===== config.mk =====
export PLATFORM = sky130hd
export DESIGN_NAME = pulse_meas
export DESIGN_NICKNAME = d
export VERILOG_FILES = /design/src/rtl/pulse_meas.sv
export SDC_FILE = /design/constraint.sdc
export NUM_CORES = 1
export LEC_CHECK = 0
export CAP_MARGIN = 0
export CORE_AREA = 5 5 203 205
export DETAILED_ROUTE_END_ITERATION = 8
export DIE_AREA = 0 0 208 210
export PLACE_DENSITY_LB_ADDON = 0.05
export SLEW_MARGIN = 5
export SYNTH_ARGS = -nofsm -noshare
export SYNTH_HDL_FRONTEND = slang
export SYNTH_SLANG_ARGS = --single-unit

===== constraint.sdc =====
create_clock -name clk -period 21.8 [get_ports clk]
set_clock_uncertainty 0.2 [all_clocks]
set_input_delay 3.27 -clock clk [delete_from_list [all_inputs] [get_ports clk]]
set_output_delay 3.27 -clock clk [all_outputs]
set_load 0.02 [all_outputs]

===== src/rtl/pulse_meas.sv =====
// pulse_meas: decodes the pulse generator's Sync/Pulse/Pre_Block pins and
// reports per-period timing as a valid/ready record.
module pulse_meas #(
  parameter int CNT_W       = 32,
  parameter int SYNC_STAGES = 2
) (
  input  logic             clk,
  input  logic             rst,
  input  logic             en,
  input  logic             sync_in,
  input  logic             pulse_in,
  input  logic             preblk_in,
  output logic [CNT_W-1:0] period,
  output logic [CNT_W-1:0] delay,
  output logic [CNT_W-1:0] width1,
  output logic [CNT_W-1:0] gap,
  output logic [CNT_W-1:0] width2,
  output logic [CNT_W-1:0] pb_width,
  output logic [7:0]       npulses,
  output logic             res_valid,
  input  logic             res_ready,
  output logic             overrun,
  output logic             sat
);

  typedef enum logic [2:0] {
    IDLE    = 3'd0,
    WAIT_P1 = 3'd1,
    P1_HI   = 3'd2,
    GAP     = 3'd3,
    P2_HI   = 3'd4,
    TAIL    = 3'd5
  } state_t;

  localparam logic [CNT_W-1:0] CNT_ZERO = {CNT_W{1'b0}};

  // Saturating increment; the top bit flags an increment lost to saturation.
  function automatic logic [CNT_W:0] inc_sat(input logic [CNT_W-1:0] v, input logic inc);
    logic [CNT_W:0] r;
    if (!inc) begin
      r = {1'b0, v};
    end else if (&v) begin
      r = {1'b1, v};
    end else begin
      r = {1'b0, v + {{(CNT_W-1){1'b0}}, 1'b1}};
    end
    return r;
  endfunction

  function automatic logic [8:0] inc_sat8(input logic [7:0] v, input logic inc);
    logic [8:0] r;
    if (!inc) begin
      r = {1'b0, v};
    end else if (&v) begin
      r = {1'b1, v};
    end else begin
      r = {1'b0, v + 8'd1};
    end
    return r;
  endfunction

  logic [SYNC_STAGES-1:0] sync_sh_r, pulse_sh_r, preblk_sh_r;
  logic                   sync_d_r, pulse_d_r;
  logic                   sync_lvl_s, pulse_lvl_s, preblk_lvl_s;
  logic                   sync_rise_s, pulse_rise_s, pulse_fall_s;

  state_t                 state_r, from_s, step_s, nstate_s;
  logic                   restart_s, publish_s, active_s;

  logic [CNT_W-1:0]       cnt_period_r, cnt_delay_r, cnt_w1_r, cnt_gap_r, cnt_w2_r, cnt_pb_r;
  logic [7:0]             cnt_np_r;
  logic                   cnt_sat_r;
  logic [CNT_W-1:0]       period_nx_s, delay_nx_s, w1_nx_s, gap_nx_s, w2_nx_s, pb_nx_s;
  logic [7:0]             np_nx_s;
  logic                   sat_nx_s;
  logic [6:0]             ovf_s;
  logic [CNT_W-1:0]       pub_delay_s, pub_gap_s;

  assign sync_lvl_s   = sync_sh_r[SYNC_STAGES-1];
  assign pulse_lvl_s  = pulse_sh_r[SYNC_STAGES-1];
  assign preblk_lvl_s = preblk_sh_r[SYNC_STAGES-1];
  assign sync_rise_s  = sync_lvl_s & ~sync_d_r;
  assign pulse_rise_s = pulse_lvl_s & ~pulse_d_r;
  assign pulse_fall_s = ~pulse_lvl_s & pulse_d_r;

  // Input synchronisers followed by the edge-detect history flops.
  always_ff @(posedge clk or posedge rst) begin
    if (rst) begin
      sync_sh_r   <= {SYNC_STAGES{1'b0}};
      pulse_sh_r  <= {SYNC_STAGES{1'b0}};
      preblk_sh_r <= {SYNC_STAGES{1'b0}};
      sync_d_r    <= 1'b0;
      pulse_d_r   <= 1'b0;
    end else begin
      sync_sh_r   <= {sync_sh_r[SYNC_STAGES-2:0], sync_in};
      pulse_sh_r  <= {pulse_sh_r[SYNC_STAGES-2:0], pulse_in};
      preblk_sh_r <= {preblk_sh_r[SYNC_STAGES-2:0], preblk_in};
      sync_d_r    <= sync_lvl_s;
      pulse_d_r   <= pulse_lvl_s;
    end
  end

  // Next state: a Sync rise closes the period first, so a coincident Pulse
  // rise is evaluated from WAIT_P1 and becomes pulse 1 of the new period.
  always_comb begin
    restart_s = en & sync_rise_s;
    publish_s = restart_s & (state_r != IDLE);
    if (restart_s) begin
      from_s = WAIT_P1;
    end else begin
      from_s = state_r;
    end
    step_s = IDLE;
    case (from_s)
      WAIT_P1: step_s = pulse_rise_s ? P1_HI : WAIT_P1;
      P1_HI:   step_s = pulse_fall_s ? GAP   : P1_HI;
      GAP:     step_s = pulse_rise_s ? P2_HI : GAP;
      P2_HI:   step_s = pulse_fall_s ? TAIL  : P2_HI;
      TAIL:    step_s = TAIL;
      default: step_s = IDLE;
    endcase
    if (en) begin
      nstate_s = step_s;
    end else begin
      nstate_s = IDLE;
    end
  end

  // Each cycle is charged to the phase the FSM occupies after that cycle's edges.
  always_comb begin
    active_s = (nstate_s != IDLE);
    {ovf_s[0], period_nx_s} = inc_sat(restart_s ? CNT_ZERO : cnt_period_r, active_s);
    {ovf_s[1], delay_nx_s}  = inc_sat(restart_s ? CNT_ZERO : cnt_delay_r, nstate_s == WAIT_P1);
    {ovf_s[2], w1_nx_s}     = inc_sat(restart_s ? CNT_ZERO : cnt_w1_r, nstate_s == P1_HI);
    {ovf_s[3], gap_nx_s}    = inc_sat(restart_s ? CNT_ZERO : cnt_gap_r, nstate_s == GAP);
    {ovf_s[4], w2_nx_s}     = inc_sat(restart_s ? CNT_ZERO : cnt_w2_r, nstate_s == P2_HI);
    {ovf_s[5], pb_nx_s}     = inc_sat(restart_s ? CNT_ZERO : cnt_pb_r, active_s & preblk_lvl_s);
    {ovf_s[6], np_nx_s}     = inc_sat8(restart_s ? 8'd0 : cnt_np_r, active_s & pulse_rise_s);
    sat_nx_s = (restart_s ? 1'b0 : cnt_sat_r) | (|ovf_s);
    // Delay and gap are only meaningful once the closing pulse rise was seen.
    pub_delay_s = (state_r == WAIT_P1) ? CNT_ZERO : cnt_delay_r;
    pub_gap_s   = (state_r == GAP) ? CNT_ZERO : cnt_gap_r;
  end

  // FSM state and the running per-period counters.
  always_ff @(posedge clk or posedge rst) begin
    if (rst) begin
      state_r      <= IDLE;
      cnt_period_r <= CNT_ZERO;
      cnt_delay_r  <= CNT_ZERO;
      cnt_w1_r     <= CNT_ZERO;
      cnt_gap_r    <= CNT_ZERO;
      cnt_w2_r     <= CNT_ZERO;
      cnt_pb_r     <= CNT_ZERO;
      cnt_np_r     <= 8'd0;
      cnt_sat_r    <= 1'b0;
    end else begin
      state_r      <= nstate_s;
      cnt_period_r <= period_nx_s;
      cnt_delay_r  <= delay_nx_s;
      cnt_w1_r     <= w1_nx_s;
      cnt_gap_r    <= gap_nx_s;
      cnt_w2_r     <= w2_nx_s;
      cnt_pb_r     <= pb_nx_s;
      cnt_np_r     <= np_nx_s;
      cnt_sat_r    <= sat_nx_s;
    end
  end

  // Record register and handshake; a record that cannot be loaded is dropped.
  always_ff @(posedge clk or posedge rst) begin
    if (rst) begin
      period    <= CNT_ZERO;
      delay     <= CNT_ZERO;
      width1    <= CNT_ZERO;
      gap       <= CNT_ZERO;
      width2    <= CNT_ZERO;
      pb_width  <= CNT_ZERO;
      npulses   <= 8'd0;
      sat       <= 1'b0;
      res_valid <= 1'b0;
      overrun   <= 1'b0;
    end else if (publish_s && (!res_valid || res_ready)) begin
      period    <= cnt_period_r;
      delay     <= pub_delay_s;
      width1    <= cnt_w1_r;
      gap       <= pub_gap_s;
      width2    <= cnt_w2_r;
      pb_width  <= cnt_pb_r;
      npulses   <= cnt_np_r;
      sat       <= cnt_sat_r;
      res_valid <= 1'b1;
    end else if (publish_s) begin
      overrun   <= 1'b1;
    end else if (res_valid && res_ready) begin
      res_valid <= 1'b0;
    end
  end

endmodule


==> flow_summary.yaml, run 1 <==
status:
  outcome: "complete, no violations"
synth:
  synth-edff-count: 0
  synth_seq_cells: 415
  synth_async_sr_flop_share_pct: 100
  synthesis.yosys.warnings: 0
  synth.most_common_cell: "nand2_1"
  syn-instance-count: 2108
  seq_area_frac_synth_pct: 53.7
  synth_cell_type_count: 71
  syn-num-nets: 2122
  synthFlopType: "dfrtp_1"
  netlist_top_cells_area: "dfrtp_1 54%, nand2_1 13%, xor2_1 3.3%"
  post_synth_instance_area_um2: 19400
  synth_top_cells_by_count: "666 x nand2_1, 415 x dfrtp_1, 149 x nor2_1"
  yosys.area.top_type_share_pct: 53.7
  yosysTopAreaCell: "dfrtp_1"
  syn_avg_cell_area_um2: 9.18
timing:
  fmax_mhz: 137
  max_slew_violation_count: 0
  fin_tns_setup_ns: 0
  timing.max_slew.rel_slack_pct: 19.7
  post-route-period-util_pct: 33.6
  report.final.hold_viol_count: 0
  period_needed_ns: 7.32
  rsz0062_at_grt: "false"
  worst_slew_pin_slew_ns: 1.20
  setup-violations-final: 0
power:
  power_density_nw_per_um2: 69.7
  vdd_ir_drop_max_uv: 50.0
  static_leakage_nw: 10.7
floorplanning:
  placeableCoreArea_um2: 39300
  floorplan.die.width_um: 208
  num_io_pins: 210
  die_area_um2: 43700
  die_h_um: 210
  num_rows: 73
  start_util_pct: 49.3
finish:
  fillerInstances: 3465
  finish.net_count: 2290
  regArea_um2: 10400
  area_used_by_multi_input_combinational_logic_um2: 8520
  post_route_cells_drive_above_1_share_pct: 5.59
  syn2layout_area_growth_pct: 20.4
  fin_cells: 2834
  insertedDiodeCount: 0
  post_route_core_utilization_pct: 59.3
setup_path:
  cp_top_family: "simple AND/OR/NAND/NOR gates"
  crit_path_frequent_cell: "nand2_1"
  sort_of_element_at_the_end_of_the_critical_path: "flop"
  worstPathArrival_ns: 7.60
  critPathSlowestCell: "and3b_4"
  critical_path_peak_fanout: 60
  crit_buf_inv: 2
  worst_ep_required_time_ns: 22.08
  crit_path_start_kind: "input port"
  critical-path-max-stage-delay_ns: 0.83
  timing.critical_path.cells: "clkdlybuf4s50_1 > and3b_4 > buf_4 > nand2_1 > o221ai_1 > nand2_1 > or4_1 > a21oi_1"
  path_class: "in -> reg"
drt:
  total_detailed_routing_wirelength_mm: 48.9
  via_per_inst: 5.48
  route.detailed.wl_per_inst_um: 17.3
  count_of_routing_violations_after_the_opening_detailed_route_iteration: 999
  drt_drc_violations_left: 0
  antenna_left: 0
  route.vias.total: 15523
  dr.pass1.iters: 5
cts:
  numClockSinks: 415
  tritoncts_clock_tree: "done"
  cts_hold_buf: 0
  htree_num_levels: 2
  post_cts_buffers: 0
  clockBufferDepth: 3
  tritoncts.num_buffers: 45
  cts.root.buffer_cell: "clkbuf_16"
  cts_repair_resize_count: 0
  clock_latency_ns: 0.57
  clock_transition_at_path_regs_ns: 0.06
place:
  dpl.cell_count: 2754
  numPortBuffers: 209
  post-dp-hpwl_mm: 32.6
  final_weighted_congestion_in_routability_driven_placement: 0.854
min_path:
  hold_class: "reg -> reg"
global_routing:
  globalRouteOverflowTotal: 0
  grt_max_degree: 127
  antenna_found_initial: 1
  grt_pass1_wl_mm: 81.2
  first_global_vias: 15358
  gr-usage-all-layers_pct: 22.0
run:
  maxCapViolCount: 0
[final timing paths]
| check | start | endpoint | slack (ns) | cells past startpoint |
|---|---|---|---|---|
| max in group asynchronous | rst | cnt_delay_r[16] | 16.65 | 3 |
| worst min-delay path | sync_sh_r[0] | sync_sh_r[1] | 0.15 | 0 |
| worst max-delay path | en | cnt_w1_r[16] | 14.48 | 8 |
| min in group asynchronous | rst | gap[13] | 3.09 | 2 |
| worst max register to register | sync_sh_r[1] | cnt_w1_r[16] | 17.54 | 7 |
| worst min register to register | sync_sh_r[0] | sync_sh_r[1] | 0.15 | 0 |
[stage by stage]
step	hold WS, ns	instance area (um2)	setup WS, ns	power [W]
2_1_floorplan	0.131	19400	6.78	0.000850
3_3_place_gp	0.137	21800	14.05	0.000873
3_5_place_dp	0.136	21800	13.93	0.000876
4_1_cts	0.149	23300	14.56	0.00164
5_1_grt	0.154	23300	14.13	0.00168
6_report	0.149	23300	14.48	0.00162
[area by class of cell]
class | instances | share of cell area, %
multi-input combinational | 1575 | 36.6
tap | 525 | 2.82
clock inverter | 11 | 0.467
clock buffer | 69 | 5.88
sequential | 415 | 44.6
timing repair buffer | 221 | 9.37
inverter | 18 | 0.322
[cell usage in the layout (no fill, tap or decap), types with 22 or more instances in the layout]
cell and count:
clkdlybuf4s50_1 209, nor2_1 149, a21oi_1 31, nor3_1 38, nand3_1 123, nand4_1 74
and2_1 22, o21ai_0 25, dfrtp_1 415, xor2_1 74, and3_1 36, nand2_1 666
clkbuf_16 47, xnor2_1 69, nor4_1 35
[routing by layer]
| metal | track usage [%] | routed length, um | vias up | part of all wire, % |
|---|---|---|---|---|
| li1 | - | - | 7485 | - |
| met2 | 35.2 | 22600 | 329 | 46 |
| met4 | 4.80 | 936 | 2 | 1.9 |
| met3 | 4.64 | 2520 | 69 | 5.2 |
| met5 | 0 | 7 | - | 0.014 |
| met1 | 31.5 | 22800 | 7638 | 47 |
[report_power, final]
| group | switching [W] | leakage [nW] | internal, W |
|---|---|---|---|
| logic | 0.0000448 | 4.20 | 0.0000202 |
| registers | 0.0000126 | 5.77 | 0.000782 |
| clock network | 0.000308 | 0.735 | 0.000455 |
[cells by family (layout without fill, tap and decap cells)]
kind of cell | after synthesis | in the layout | share of synthesized area, %
AOI/OAI and AO/OA | 112 | 112 | 3.97
adders and majority gates | 7 | 7 | 0.453
xor gates and xnor gates | 143 | 143 | 6.47
muxes | 22 | 22 | 1.18
DFF | 415 | 415 | 53.7
buffers and inverters | 118 | 319 | 2.48
and+or+nand+nor | 1291 | 1291 | 31.8
Power figures use the tool's default switching activity.
==> run 2, diff against run 1 <==
clock period = 7.2 ns   (was 21.8 ns; I/O delays follow)
==> run 2 against run 1 <==
Flip-flop and latch count did not move; hold slack gained 0.0082 ns; via count shrank 0.12%; critical endpoint is now cnt_delay_r[16].
==> flow_summary.yaml, run 2 (synthesized netlist as in run 1, its figures left out) <==
power:
  power.switching_w: 0.00109
  power_density_nw_per_um2: 207
  power.share.clock_pct: 45.8
  static_leakage_nw: 10.7
  power.total_w: 0.00481
  seq_power_share_pct: 50.0
  swShare_pct: 22.7
  power_frac_comb_pct: 4.1
  internal_power_w: 0.00372
  vdd_ir_drop_max_uv: 147
run:
  maxCapViolCount: 0
finish:
  post_route_core_utilization_pct: 59.2
  mostFrequentLayoutCells: "666 x nand2_1, 415 x dfrtp_1, 209 x clkdlybuf4s50_1, 149 x nor2_1, 123 x nand3_1"
  final_common_cell: "nand2_1"
  finish.net_count: 2292
  insertedDiodeCount: 0
  syn2layout_area_growth_pct: 20.2
  fillerInstances: 3515
  post_route_cells_drive_above_1_share_pct: 5.67
setup_path:
  worstPathArrival_ns: 4.64
  critPathSlowestCell: "nor4_1"
  critical_path_peak_fanout: 55
  worstReg2RegStart: "sync_sh_r[1]"
  crit_path_start_kind: "input port"
  timing.critical_path.cells: "clkdlybuf4s50_1 > nand3b_4 > and2_1 > ha_1 > nand3_1 > nand2b_1 > nor4_1 > nand4_1 > xor2_1 > nor2_1"
  reg2reg_setup_slack_ns: 3.65
  path_class: "in -> reg"
  critical_path.reg2reg.endpoint: "cnt_delay_r[16]"
  worst_ep_required_time_ns: 7.40
  reg2reg_depth: 9
  sort_of_element_at_the_end_of_the_critical_path: "flop"
  critical-path-max-stage-delay_ns: 0.89
cts:
  cts.root.buffer_cell: "clkbuf_16"
  clock_latency_ns: 0.55
  clock_transition_at_path_regs_ns: 0.06
  cts_hold_buf: 0
  tritoncts.num_buffers: 44
  cts_repair_resize_count: 0
  htree_num_levels: 2
  post_cts_buffers: 0
  tritoncts_clock_tree: "done"
  clockBufferDepth: 3
  numClockSinks: 415
min_path:
  worst_hold_path.num_cells: 0
  hold_path_end: "pulse_sh_r[1]"
  hold_path.startpoint: "pulse_sh_r[0]"
  hold_class: "reg -> reg"
floorplanning:
  start_util_pct: 49.3
  num_io_pins: 210
  placeableCoreArea_um2: 39300
  die_h_um: 210
  num_rows: 73
  floorplan.die.width_um: 208
  die_area_um2: 43700
timing:
  worst_slew_pin_slew_ns: 1.10
  final.setup.worst_slack_ns: 2.77
  max_slew_violation_count: 0
  fin_tns_setup_ns: 0
  timing.max_slew.rel_slack_pct: 25.7
  period_needed_ns: 4.43
  rsz0062_at_grt: "false"
  fmax_mhz: 225
  post-route-period-util_pct: 61.6
  setup-violations-final: 0
  report.final.hold_viol_count: 0
  holdWs_ns: 0.157
place:
  numPortBuffers: 209
  post-dp-hpwl_mm: 32.3
  pre_cts_ws_ns: 2.30
  final_weighted_congestion_in_routability_driven_placement: 0.838
global_routing:
  grt_pass1_wl_mm: 80.3
  antenna_found_initial: 1
  first_global_vias: 15324
  grt_max_degree: 175
  globalRouteOverflowTotal: 0
  gr-usage-all-layers_pct: 21.8
drt:
  count_of_routing_violations_after_the_opening_detailed_route_iteration: 842
  drt_drc_violations_left: 0
  dr.pass1.iters: 5
  route.detailed.wl_per_inst_um: 17.0
  route.vias.total: 15505
  total_detailed_routing_wirelength_mm: 48.1
  via_per_inst: 5.47
  antenna_left: 0
status:
  outcome: "complete, no violations"
-- run 2: cell type report --
class                   count  area (um2)  share of cell area [%]
well taps                 525         657                    2.82
inverters                  18        71.3                   0.307
flip-flops and latches    415       10400                    44.7
clock buffers              66        1310                    5.61
multi-input cells        1575        8520                    36.6
clock inverters            13        92.6                   0.398
repair buffers            224        2230                    9.59
-- run 2: routing by layer --
layer	routed length [um]	track usage, %	up-vias	part of all wire [%]
met5	14	0	-	0.029
met4	944	5.89	2	2.0
met3	2400	4.15	71	5.0
met2	22800	35.7	298	47
met1	22000	30.1	7645	46
li1	-	-	7489	-
-- run 2: worst max-delay path by stage --
stage / startpoint / endpoint / slack (ns)
2_1_floorplan: rst / cnt_delay_r[0] / 0.32
3_3_place_gp: en / cnt_sat_r / 2.42
3_5_place_dp: en / cnt_delay_r[21] / 2.30
4_1_cts: en / cnt_delay_r[20] / 2.88
5_1_grt: en / cnt_delay_r[20] / 2.41
6_report: en / cnt_delay_r[16] / 2.77
-- run 2: power by group through the flow --
stage                     Combinational [W]  Sequential [W]  Clock [W]
after global placement             0.000198         0.00245          0
final                              0.000199         0.00241    0.00220
after detailed placement           0.000204         0.00245          0
after CTS                          0.000204         0.00241    0.00226
after global routing               0.000227         0.00241    0.00235
after floorplan                    0.000123         0.00245          0
-- run 2: critical path: cells and delay by family --
| family | cells | cell delay [ns] |
|---|---|---|
| XOR/XNOR | 1 | 0.18 |
| AND/OR/NAND/NOR | 7 | 2.48 |
| adder cells (fa/ha/maj) | 1 | 0.18 |
| buffers and inverters | 1 | 0.70 |
-- run 2: stage by stage --
stage               area [um2]  instances
detailed placement       21900       2757
global placement         21900       2757
finish                   23300       2836
CTS                      23300       2836
floorplan                19400       2108
global route             23300       2836
